**config.mk**
```make
export PLATFORM = sky130hd
export DESIGN_NAME = branch_resolve_unit
export DESIGN_NICKNAME = d
export VERILOG_FILES = /design/src/rtl/bru_pkg.sv /design/src/rtl/bru_fifo.sv /design/src/rtl/branch_resolve_unit.sv
export SDC_FILE = /design/constraint.sdc
export NUM_CORES = 1
export LEC_CHECK = 0
export CAP_MARGIN = 10
export CORE_ASPECT_RATIO = 0.6
export CORE_MARGIN = 2
export CORE_UTILIZATION = 55
export CTS_CLUSTER_SIZE = 30
export DETAILED_ROUTE_END_ITERATION = 10
export PLACE_DENSITY = 0.85
export SLEW_MARGIN = 25
export SYNTH_ARGS = -nofsm -noshare
export SYNTH_HDL_FRONTEND = slang
export SYNTH_SLANG_ARGS = --single-unit
```
**constraint.sdc**
```tcl
create_clock -name clk -period 5 [get_ports clk]
set_input_delay 1 -clock clk [delete_from_list [all_inputs] [get_ports clk]]
set_output_delay 1 -clock clk [all_outputs]
set_load 0.01 [all_outputs]
```
**src/rtl/bru_pkg.sv**
```systemverilog
// Shared types and helpers for the branch resolve unit.
// Entry layout and PC step used by the prediction queue and the redirect path.
package bru_pkg;

    localparam int unsigned PC_W    = 32;
    localparam int unsigned PC_STEP = 4;

    typedef struct packed {
        logic [PC_W-1:0] pc;
        logic [PC_W-1:0] target;
        logic            taken;
        logic            backward;
    } pred_entry_t;

    function automatic logic [PC_W-1:0] next_seq_pc(input logic [PC_W-1:0] pc);
        return pc + PC_W'(PC_STEP);
    endfunction

endpackage

```
**src/rtl/bru_fifo.sv**
```systemverilog
// Circular buffer of in-flight predictions in program order.
// The count register decides full/empty; clear wins over push and pop.
module bru_fifo
    import bru_pkg::*;
#(
    parameter int DEPTH = 4
) (
    input  logic                       clk,
    input  logic                       rst,
    input  logic                       i_push,
    input  pred_entry_t                i_din,
    input  logic                       i_pop,
    input  logic                       i_clear,
    output pred_entry_t                o_dout,
    output logic                       o_full,
    output logic                       o_empty,
    output logic [$clog2(DEPTH+1)-1:0] o_count
);

    localparam int PTR_W = $clog2(DEPTH);
    localparam int CNT_W = $clog2(DEPTH+1);

    pred_entry_t      r_mem [DEPTH];
    logic [PTR_W-1:0] r_wr_ptr;
    logic [PTR_W-1:0] r_rd_ptr;
    logic [CNT_W-1:0] r_count;

    logic w_do_push;
    logic w_do_pop;

    assign o_full    = (r_count == CNT_W'(DEPTH));
    assign o_empty   = (r_count == '0);
    assign o_count   = r_count;
    assign o_dout    = r_mem[r_rd_ptr];
    assign w_do_push = i_push & ~o_full;
    assign w_do_pop  = i_pop & ~o_empty;

    always_ff @(posedge clk) begin
        if (rst || i_clear) begin
            r_wr_ptr <= '0;
            r_rd_ptr <= '0;
            r_count  <= '0;
        end else begin
            if (w_do_push) r_wr_ptr <= r_wr_ptr + PTR_W'(1);
            if (w_do_pop)  r_rd_ptr <= r_rd_ptr + PTR_W'(1);
            case ({w_do_push, w_do_pop})
                2'b10:   r_count <= r_count + CNT_W'(1);
                2'b01:   r_count <= r_count - CNT_W'(1);
                default: r_count <= r_count;
            endcase
        end
    end

    // Storage needs no reset: pointers and count define which slots are live.
    always_ff @(posedge clk) begin
        if (w_do_push && !i_clear && !rst) r_mem[r_wr_ptr] <= i_din;
    end

endmodule

```
**src/rtl/branch_resolve_unit.sv**
```systemverilog
// Resolves queued branch predictions against EX outcomes, drives flush/redirect and predictor training.
// Optional saturating branch/mispredict counters are enabled with BRU_STATS_EN.
module branch_resolve_unit
    import bru_pkg::*;
#(
    parameter int DATA_WIDTH = 32,
    parameter int DEPTH      = 4
) (
    input  logic                       clk,
    input  logic                       rst,
    input  logic                       pred_valid_i,
    input  logic [DATA_WIDTH-1:0]      pred_pc_i,
    input  logic [DATA_WIDTH-1:0]      pred_target_i,
    input  logic                       pred_taken_i,
    output logic                       pred_ready_o,
    input  logic                       resolve_valid_i,
    input  logic                       resolve_taken_i,
    output logic                       flush_o,
    output logic [DATA_WIDTH-1:0]      redirect_pc_o,
    output logic                       upd_valid_o,
    output logic [DATA_WIDTH-1:0]      upd_pc_o,
    output logic                       upd_taken_o,
    output logic                       upd_backward_o,
    output logic                       upd_correct_o,
    output logic [$clog2(DEPTH+1)-1:0] occupancy_o,
    output logic                       err_underflow_o
`ifdef BRU_STATS_EN
    ,
    output logic [31:0]                stat_branches_o,
    output logic [31:0]                stat_mispredicts_o
`endif
);

    pred_entry_t     w_entry;
    pred_entry_t     w_head;
    logic            w_full;
    logic            w_empty;
    logic            w_push;
    logic            w_pop;
    logic            w_correct;
    logic            w_mispredict;
    logic [PC_W-1:0] w_redirect;

    logic            r_flush;
    logic [PC_W-1:0] r_redirect;
    logic            r_upd_valid;
    logic [PC_W-1:0] r_upd_pc;
    logic            r_upd_taken;
    logic            r_upd_backward;
    logic            r_upd_correct;
    logic            r_err;

    assign w_entry = '{pc:       pred_pc_i,
                       target:   pred_target_i,
                       taken:    pred_taken_i,
                       backward: (pred_target_i < pred_pc_i)};

    assign pred_ready_o = ~w_full;
    assign w_push       = pred_valid_i & ~w_full;
    assign w_pop        = resolve_valid_i & ~w_empty;
    assign w_correct    = (w_head.taken == resolve_taken_i);
    assign w_mispredict = w_pop & ~w_correct;
    assign w_redirect   = resolve_taken_i ? w_head.target : next_seq_pc(w_head.pc);

    // A mispredict flushes every younger entry, including one pushed this same cycle.
    bru_fifo #(
        .DEPTH (DEPTH)
    ) u_fifo (
        .clk     (clk),
        .rst     (rst),
        .i_push  (w_push),
        .i_din   (w_entry),
        .i_pop   (w_pop),
        .i_clear (w_mispredict),
        .o_dout  (w_head),
        .o_full  (w_full),
        .o_empty (w_empty),
        .o_count (occupancy_o)
    );

    always_ff @(posedge clk) begin
        if (rst) begin
            r_flush        <= 1'b0;
            r_redirect     <= '0;
            r_upd_valid    <= 1'b0;
            r_upd_pc       <= '0;
            r_upd_taken    <= 1'b0;
            r_upd_backward <= 1'b0;
            r_upd_correct  <= 1'b0;
            r_err          <= 1'b0;
        end else begin
            r_flush     <= w_mispredict;
            r_upd_valid <= w_pop;
            if (w_pop) begin
                r_upd_pc       <= w_head.pc;
                r_upd_taken    <= resolve_taken_i;
                r_upd_backward <= w_head.backward;
                r_upd_correct  <= w_correct;
            end
            if (w_mispredict) r_redirect <= w_redirect;
            if (resolve_valid_i && w_empty) r_err <= 1'b1;
        end
    end

    assign flush_o         = r_flush;
    assign redirect_pc_o   = r_redirect;
    assign upd_valid_o     = r_upd_valid;
    assign upd_pc_o        = r_upd_pc;
    assign upd_taken_o     = r_upd_taken;
    assign upd_backward_o  = r_upd_backward;
    assign upd_correct_o   = r_upd_correct;
    assign err_underflow_o = r_err;

`ifdef BRU_STATS_EN
    function automatic logic [31:0] sat_inc(input logic [31:0] v);
        return (v == 32'hFFFF_FFFF) ? v : v + 32'd1;
    endfunction

    logic [31:0] r_stat_br;
    logic [31:0] r_stat_mis;

    always_ff @(posedge clk) begin
        if (rst) begin
            r_stat_br  <= '0;
            r_stat_mis <= '0;
        end else begin
            if (w_pop)        r_stat_br  <= sat_inc(r_stat_br);
            if (w_mispredict) r_stat_mis <= sat_inc(r_stat_mis);
        end
    end

    assign stat_branches_o    = r_stat_br;
    assign stat_mispredicts_o = r_stat_mis;
`endif

endmodule

```
==> metrics.txt <==
vias in the first global route 8,191; cells after synthesis 895; highest clock rate 273.0 MHz; endpoints failing setup 0; type of origin of the critical path register; CP delay by family, top simple AND/OR/NAND/NOR gates; number of synthesized register bits 343; Area after DPL 15,740 um2; Ys Warns 0; max-slew violations 0; Unique masters post-synth around 50; drt wl/cell 23.35 um; Crit Path Class reg -> reg; PortBufs approximately 140; initial drt markers around 850; Leak Pwr 5.646 nW; H-tree depth 1; Synth-to-Final Area Change 20.35%; worst skew pair latency 0.55 ns; Avg Synthesized Cell Area 15.56 um2; Least-Margin Pin Slew around 0.75 ns; Layout Skew 0.01096 ns; endpoints failing hold 0; Post-CTS Repair Setup Buffers 0; async set-reset flop share out of synthesis 0%; cells along the critical path mux4_2, xnor2_1, nand2b_1, nand2b_1, nor2_1, and2_2, buf_12; hold buffers post-CTS 0; fraction of layout cells with a size suffix above 1 12.57%; Max-Cap Viols 0; Vias 8,375; worst hold path type reg -> reg; gr usage total between 20 and 25%; die height 127.3 um; Top Ports 144; drt first pass iters 5; outcome finished clean; Final ANT Viol Nets 0; clk sinks 343; WP data required around 5.2 ns; fin nets between 1,000 and 1,500; clock buffer depth 3; Crit Path Max Fanout between 40 and 50; TNS Setup 0 ns; crit path buf inv count 1; Worst path depth 7; pin count of the biggest net entering global routing between 60 and 70; GRT overflow 0; clk root buf clkbuf_16; CP dominant cell by count nand2b_1; Post-Syn Area 13,930 um2; GP Congestion 0.8542; EDFF count, synth 264; Initial Util between 50% and 60%; r2r setup slk 1.34 ns; reg-to-reg endpoint u_fifo.r_mem[2][50]; CTS tree done; Max IR drop VDD 0.3091 mV; post-route cell area 16,760 um2; Post-CTS Resized 0; DIE AREA 26,650 um2; unrepaired setup endpoints after global routing no; total CTS buffers 31; Synth Flop Type edfxtp_1; Total Power 8.037 mW; worst setup path endpoint u_fifo.r_mem[2][50]; Syn Nets 1,003; Critical-path top delay cell dfxtp_4; Final Cycle Share approximately three quarters; worst rel slew slack about half; most common cell after layout, fill and taps aside edfxtp_1; core box area 25,060 um2; Die X ~210 um; Rows 45; hpwl dp about 21,000 um; global-route wire length before repair around 49,000 um; Worst Reg-to-Reg Cells 7; DRC violations left 0; Period minus WS final 3.662 ns; register area share after synthesis between 60% and 70%; worst stage delay on the critical path about 0.67 ns; initial antenna violation count 4; drt via density 5.999; DRT Wirelength 32,600 um; most frequent cells in the layout 264 x edfxtp_1, 142 x clkdlybuf4s50_1, 98 x nand2_1; Pwr Density 479.5 nW/um2; Critical Path End Type register; Critical Path AT between 3 and 4 ns; Reg clk slew, reported paths about 0.06 ns
area by class of cell:
| class | instances | area, um2 |
|---|---|---|
| fill | 1648 | 8294 |
| inverter | 38 | 142.6 |
| tap | 329 | 411.6 |
| clock inverter | 19 | 172.7 |
| timing repair buffer | 156 | 1574 |
| multi-input combinational | 473 | 4093 |
| sequential | 343 | 9514 |
| clock buffer | 37 | 850.8 |
| antenna | 1 | 2.502 |
synth_stat cells (all sizes together) (11+ instances only):
cell type	count	share of area, %
nor2	35	0.94
clkbuf	23	0.62
inv	38	1.0
dfxtp	79	11
xnor2	15	0.94
a21oi	60	2.2
buf	18	0.75
o22ai	11	0.49
nand2	99	2.7
and3	14	0.66
edfxtp	264	57
o21ai	20	0.72
xor2	20	1.3
nand3	13	0.56
ha	37	3.3
mux4	66	11
sequential cells by signal, indices dropped and copies added (netlist names), named ones only:
| name | count |
|---|---|
| upd_taken_o | 1 |
| u_fifo.r_rd_ptr | 2 |
| u_fifo.o_count | 3 |
| u_fifo.r_mem | 264 |
| upd_pc_o | 32 |
| err_underflow_o | 1 |
| upd_backward_o | 1 |
| upd_correct_o | 1 |
| redirect_pc_o | 32 |
| u_fifo.r_wr_ptr | 2 |
| upd_valid_o | 1 |
| flush_o | 1 |
cell families after synthesis:
group | share of synthesized area (%)
AO/OA/AOI/OAI | 4.977
XOR/XNOR | 2.201
adder cells (fa/ha/maj) | 3.468
buffers and inverters | 2.390
flip-flops | 68.28
multiplexers | 11.38
AND/OR/NAND/NOR | 7.304
stage by stage:
| step | hold WS (ns) | std cells | worst slack (ns) | utilization [%] |
|---|---|---|---|---|
| 2_1_floorplan | 0.4692 | 895 | 1.127 | - |
| 3_3_place_gp | 0.4409 | 1339 | 1.254 | 62.80 |
| 3_5_place_dp | 0.4467 | 1339 | 1.227 | 62.80 |
| 4_1_cts | 0.4552 | 1395 | 1.353 | 66.89 |
| 5_1_grt | 0.4755 | 1395 | 1.093 | 66.89 |
| 6_report | 0.4549 | 1396 | 1.338 | 66.90 |
how the worst min path moves through the flow:
stage	cells after the start	startpoint	endpoint	slack, ns
global route	2	upd_pc_o[8]	upd_pc_o[8]	0.48
CTS	2	upd_pc_o[8]	upd_pc_o[8]	0.46
floorplan	2	u_fifo.r_wr_ptr[1]	u_fifo.r_wr_ptr[1]	0.47
detailed placement	2	upd_pc_o[8]	upd_pc_o[8]	0.45
finish	2	upd_backward_o	upd_backward_o	0.45
global placement	2	upd_taken_o	upd_taken_o	0.44
worst min-delay path: stages, from the launching register on:
cell and delay, ns:
dfxtp_1 0.31, nand2_1 0.05, a21oi_1 0.05
routing by layer:
metal  global-route usage [%]  part of all wire (%)  up-vias
li1                         -                     -     3695
met1                    37.46                    45     4247
met2                    36.96                    44      379
met3                    5.605                   9.0       52
met4                    4.748                   1.8        2
met5                        0                 0.040        -
report_power, final:
part           internal (mW)  leakage [nW]  switching (mW)  total [mW]
registers               3.40          3.04           0.194        3.60
clock network           1.36         0.507            1.00        2.36
logic                  0.953          2.10            1.12        2.07
total                   5.72          5.65            2.32        8.04
Note: power is estimated with default switching activity, not from simulation.
